===== config.mk =====
export PLATFORM = sky130hd
export DESIGN_NAME = gshare_pht
export DESIGN_NICKNAME = d
export VERILOG_FILES = /design/src/rtl/gshare_pht.sv
export SDC_FILE = /design/constraint.sdc
export NUM_CORES = 2
export LEC_CHECK = 0
export ABC_AREA = 1
export ABC_CLOCK_PERIOD_IN_PS = 23800
export CAP_MARGIN = 15
export CELL_PAD_IN_SITES_DETAIL_PLACEMENT = 1
export CELL_PAD_IN_SITES_GLOBAL_PLACEMENT = 1
export CORE_MARGIN = 2
export CORE_UTILIZATION = 40
export DETAILED_ROUTE_END_ITERATION = 16
export PLACE_DENSITY = 0.84
export SYNTH_ARGS = -nofsm -noshare
export SYNTH_HDL_FRONTEND = slang
export SYNTH_SLANG_ARGS = --single-unit

===== constraint.sdc =====
create_clock -name clk -period 23.8 [get_ports clk]
set_input_delay 7.14 -clock clk [delete_from_list [all_inputs] [get_ports clk]]
set_output_delay 7.14 -clock clk [all_outputs]
set_load 0.02 [all_outputs]

===== src/rtl/gshare_pht.sv =====
// rtl/gshare_pht.sv - gshare branch predictor front-end: global history register plus 2-bit counter PHT (optional macro GSHARE_PHT_BYPASS_EN)
module gshare_pht #(
    parameter int GHR_W  = 8,
    parameter int PC_LSB = 2,
    parameter int PC_W   = 32
) (
    input  logic              clk,
    input  logic              rst,
    input  logic [PC_W-1:0]   pc_if,
    output logic              pred_bit_if,
    output logic [GHR_W-1:0]  pattern_if,
    input  logic              en_ex,
    input  logic [PC_W-1:0]   pc_ex,
    input  logic [GHR_W-1:0]  pattern_old_ex,
    input  logic              pred_bit_ex,
    input  logic              miss_ex,
    input  logic [GHR_W-1:0]  pattern_new_ex,
    output logic [GHR_W-1:0]  ghr_o
);

    localparam int PHT_N = 1 << GHR_W;

    logic [GHR_W-1:0] ghr_q, ghr_d;
    logic [1:0]       pht_q [PHT_N];
    logic [1:0]       pht_d [PHT_N];

    logic [GHR_W-1:0] idx_if;
    logic [GHR_W-1:0] idx_ex;
    logic             taken_ex;
    logic [1:0]       cnt_ex;
    logic [1:0]       cnt_new;
    logic             unused_pc_bits;

    // PC bits outside the hashed window do not take part in indexing
    assign unused_pc_bits = ^{pc_if[PC_W-1:PC_LSB+GHR_W], pc_if[PC_LSB-1:0],
                              pc_ex[PC_W-1:PC_LSB+GHR_W], pc_ex[PC_LSB-1:0]};

    assign idx_if   = pc_if[PC_LSB +: GHR_W] ^ ghr_q;
    assign idx_ex   = pc_ex[PC_LSB +: GHR_W] ^ pattern_old_ex;
    assign taken_ex = pred_bit_ex ^ miss_ex;
    assign cnt_ex   = pht_q[idx_ex];
    assign ghr_o    = ghr_q;

    // Saturating increment on taken, saturating decrement on not-taken
    always_comb begin
        cnt_new = cnt_ex;
        if (taken_ex) begin
            if (cnt_ex != 2'b11) cnt_new = cnt_ex + 2'b01;
        end else begin
            if (cnt_ex != 2'b00) cnt_new = cnt_ex - 2'b01;
        end
    end

    // Next state: GHR commits the resolved history, one PHT entry trains
    always_comb begin
        ghr_d = ghr_q;
        pht_d = pht_q;
        if (en_ex) begin
            ghr_d         = pattern_new_ex;
            pht_d[idx_ex] = cnt_new;
        end
    end

    // State registers; reset leaves every counter weakly not-taken
    always_ff @(posedge clk or posedge rst) begin
        if (rst) begin
            ghr_q <= '0;
            for (int i = 0; i < PHT_N; i++) pht_q[i] <= 2'b01;
        end else begin
            ghr_q <= ghr_d;
            pht_q <= pht_d;
        end
    end

`ifdef GSHARE_PHT_BYPASS_EN
    // Fetch sees the counter and history being written by EX this cycle
    always_comb begin
        pred_bit_if = pht_q[idx_if][1];
        pattern_if  = ghr_q;
        if (en_ex) begin
            pattern_if = pattern_new_ex;
            if (idx_if == idx_ex) pred_bit_if = cnt_new[1];
        end
    end
`else
    // Fetch sees only committed state; same-cycle writes appear next cycle
    always_comb begin
        pred_bit_if = pht_q[idx_if][1];
        pattern_if  = ghr_q;
    end
`endif

endmodule


==> impl_metrics.json <==
{
  "status": "finished clean",
  "finalInstanceArea_sq_um": 34300,
  "slew_violations": 0,
  "finalCoreUtilization_pct": 44.3,
  "post_cts.repair.setup_buffers": 0,
  "finalWorstPathRequiredPeriod_ns": 19.32,
  "post_drt_wl_per_cell_um": 21.6,
  "path_max_fanout": 121,
  "total_negative_setup_slack_ns": 0,
  "timing_hold_violations_final": 0,
  "placementRows": 102,
  "post-place-cells": 5562,
  "crit-reg2reg-capture": "pht_q[34]",
  "post_drt_antenna_nets": 0,
  "die_area_sq_um": 80200,
  "worst_hold_slack_ns": 0.464,
  "detailed_place_hpwl_um": 69500,
  "filler_free_cell_count_of_the_finished_design": 5682,
  "finalSetupViolations": 0,
  "io_pins": 102,
  "cellPowerDensity_nw_per_um2": 83.5,
  "tightestPinTransition_ns": 1.15,
  "track_usage_pct": 30.3,
  "area_delta_synth_final_pct": 9.89,
  "rrSetupSlack_ns": 18.64,
  "rsz0062_at_grt": "false",
  "r2r_cell_count": 18,
  "syn-mean-instance-area_sq_um": 6.63,
  "holdCritStartpoint": "pht_q[58]",
  "path_clk_slew_ns": 0.05,
  "die_w_um": 283,
  "setup.worst_path.end_class": "primary output",
  "fraction_of_layout_cells_with_a_size_suffix_above_1_pct": 8.94,
  "synth_cell_type_count": 24,
  "dr_total_vias": 32000,
  "worst-endpoint-required_ns": 16.66,
  "leakage_nw": 15.8,
  "via_density_per_instance": 5.64,
  "maximum_clock_path_buffer_count": 3,
  "num-nets-final": 4675,
  "hold_class": "reg -> reg",
  "grt_pass1_vias": 33100,
  "post_cts.resized_instances": 0,
  "postRouteWirelength_um": 122000,
  "tritoncts_num_sinks": 520,
  "initial_core_util_pct": 40.3,
  "cts_inserted_buffers": 66,
  "route.detailed.drc": 0,
  "pre_cts_ws_ns": 4.71,
  "grt_first_pass_wirelength_um": 191000,
  "clock_tree.root_cell": "sky130_fd_sc_hd__clkbuf_16",
  "first_iter_violations": 2791,
  "fillerInstances": 10100,
  "final.setup_skew_ns": 0.0257,
  "worstHoldPathCells": 2,
  "core_area_sq_um": 77300,
  "largest_net_degree_at_the_start_of_global_routing": 198,
  "mappedNetlistArea_sq_um": 31200,
  "worstHoldEndpoint": "pht_q[58]",
  "ctsHtreeMaxLevel": 3,
  "initial_drt_pass_iterations": 5,
  "worst_ir_drop_vdd_mv": 0.0828,
  "dieHeight_um": 283,
  "aggregate_global_routing_overflow": 0,
  "tritoncts_clock_tree": "built",
  "ys_seq_elements": 520,
  "max_cap_viol_count": 0,
  "layout_setup_ws_ns": 4.48,
  "number_of_antenna_violations_at_the_first_check_in_global_routing": 1,
  "path_class": "in -> out",
  "maxSlewHeadroom_pct": 23.3,
  "gp_congestion": 0.849,
  "timing.final.crit_share_pct": 81.2,
  "placed_area_sq_um": 32100,
  "post-layout-total-power_mw": 2.86,
  "critical_path.reg2reg.startpoint": "pht_q[141]",
  "critPathLaunchType": "primary input",
  "mappedNetlistNets": 4789,
  "synthCells": 4704,
  "input_output_buffers": 53,
  "clock.fmax_ghz": 0.0518,
  "synth_warnings": 0,
  "ctsHoldBuffers": 0,
  "clock_insertion_delay_worst_skew_ns": 0.61,
  "arrival_ns": 12.18,
  "synth-seq-area-share_pct": 42.8
}
## worst max-delay path: stages
cell	delay [ns]
sky130_fd_sc_hd__clkdlybuf4s50_1	0.49
sky130_fd_sc_hd__inv_1	0.06
sky130_fd_sc_hd__nand2_1	0.07
sky130_fd_sc_hd__nand2_2	0.49
sky130_fd_sc_hd__inv_6	0.95
sky130_fd_sc_hd__buf_4	0.76
sky130_fd_sc_hd__o21ai_0	0.19
sky130_fd_sc_hd__o221ai_1	0.27
sky130_fd_sc_hd__nand3_1	0.12
sky130_fd_sc_hd__nand3_1	0.12
sky130_fd_sc_hd__nand3_1	0.25
sky130_fd_sc_hd__nand3_1	0.20
sky130_fd_sc_hd__nand3b_1	0.09
sky130_fd_sc_hd__nand2_1	0.15
sky130_fd_sc_hd__clkdlybuf4s50_1	0.64
## layout make-up
type	count	area, sq um	share of cell area, %
multi-input cells	3310	14300	41.7
repair buffers	98	931	2.72
diodes	2	5.00	0.0146
flip-flops and latches	520	13300	38.9
inverters	594	2250	6.57
clock buffers	108	2020	5.91
clock inverters	10	133	0.387
well taps	1040	1300	3.80
## cells in the final DEF, fill, tap and decap left out, types with 24 or more instances in the layout
cell / count
sky130_fd_sc_hd__dfrtp_1: 264
sky130_fd_sc_hd__o21ai_1: 24
sky130_fd_sc_hd__buf_4: 40
sky130_fd_sc_hd__o21ai_0: 131
sky130_fd_sc_hd__nand2_1: 1937
sky130_fd_sc_hd__clkbuf_16: 69
sky130_fd_sc_hd__inv_1: 579
sky130_fd_sc_hd__clkdlybuf4s50_1: 53
sky130_fd_sc_hd__nand3_1: 723
sky130_fd_sc_hd__o221ai_1: 64
sky130_fd_sc_hd__nor2_1: 244
sky130_fd_sc_hd__clkbuf_1: 24
sky130_fd_sc_hd__dfstp_2: 256
sky130_fd_sc_hd__nor3_1: 148
## layer usage
metal / share of wire (%) / vias to the layer above / global-route usage, %
met5: 0.011 / - / 0
li1: - / 14400 / -
met4: 4.6 / 2 / 13.2
met1: 42 / 16100 / 39.7
met2: 46 / 1206 / 49.7
met3: 7.4 / 307 / 4.86
## synth_stat cells
master                     count  area [sq um]
sky130_fd_sc_hd__nor3_1      148           741
sky130_fd_sc_hd__nand2_2       3          18.8
sky130_fd_sc_hd__o211ai_1      1          7.51
sky130_fd_sc_hd__nand3b_1      3          22.5
sky130_fd_sc_hd__clkinv_1      9          33.8
sky130_fd_sc_hd__clkbuf_1    136           510
sky130_fd_sc_hd__nand4_1       8          50.1
sky130_fd_sc_hd__buf_6        23           259
sky130_fd_sc_hd__nand3_1     723          3620
sky130_fd_sc_hd__dfrtp_1     264          6610
sky130_fd_sc_hd__o21ai_1      24           120
sky130_fd_sc_hd__buf_1         6          22.5
sky130_fd_sc_hd__buf_2        79           395
sky130_fd_sc_hd__xnor2_2       1          16.3
sky130_fd_sc_hd__o21ai_0     131           656
sky130_fd_sc_hd__buf_4        36           270
sky130_fd_sc_hd__nand2_1    1941          7290
sky130_fd_sc_hd__o221ai_1     64           561
sky130_fd_sc_hd__xor2_1        1          8.76
sky130_fd_sc_hd__inv_1       583          2190
sky130_fd_sc_hd__dfstp_2     256          6730
sky130_fd_sc_hd__inv_2         2          7.51
sky130_fd_sc_hd__nor2_1      248           931
sky130_fd_sc_hd__xnor2_1      14           123
## logic make-up after synthesis
group	Yosys count	share of synthesized area (%)
AND/OR/NAND/NOR	3074	40.6
buffers and inverters	874	11.8
flip-flops	520	42.8
AO/OA/AOI/OAI	220	4.31
XOR/XNOR	16	0.474
## registers in the layout, summed over array words and instances (netlist names)
register and cells:
pht_q 512, ghr_o 8
## power breakdown
group          total (mW)  leakage (nW)  internal [mW]  switching, mW
Sequential           1.13          6.28           1.05         0.0797
Combinational       0.706          8.44          0.178          0.528
Clock                1.02          1.06          0.612          0.411
Total                2.86          15.8           1.84           1.02
## worst max-delay path by stage
| stage | from | end | slack (ns) | cells after the start |
|---|---|---|---|---|
| final | pc_if[2] | pred_bit_if | 4.48 | 15 |
| after global routing | pc_if[2] | pred_bit_if | 4.29 | 15 |
| after CTS | pc_if[2] | pred_bit_if | 4.63 | 15 |
| after detailed placement | pc_if[2] | pred_bit_if | 4.71 | 15 |
| after global placement | pc_if[2] | pred_bit_if | 4.75 | 15 |
| after floorplan | rst | ghr_o[0] | 2.56 | 1 |
No activity file was read; power rests on OpenSTA's default activity.
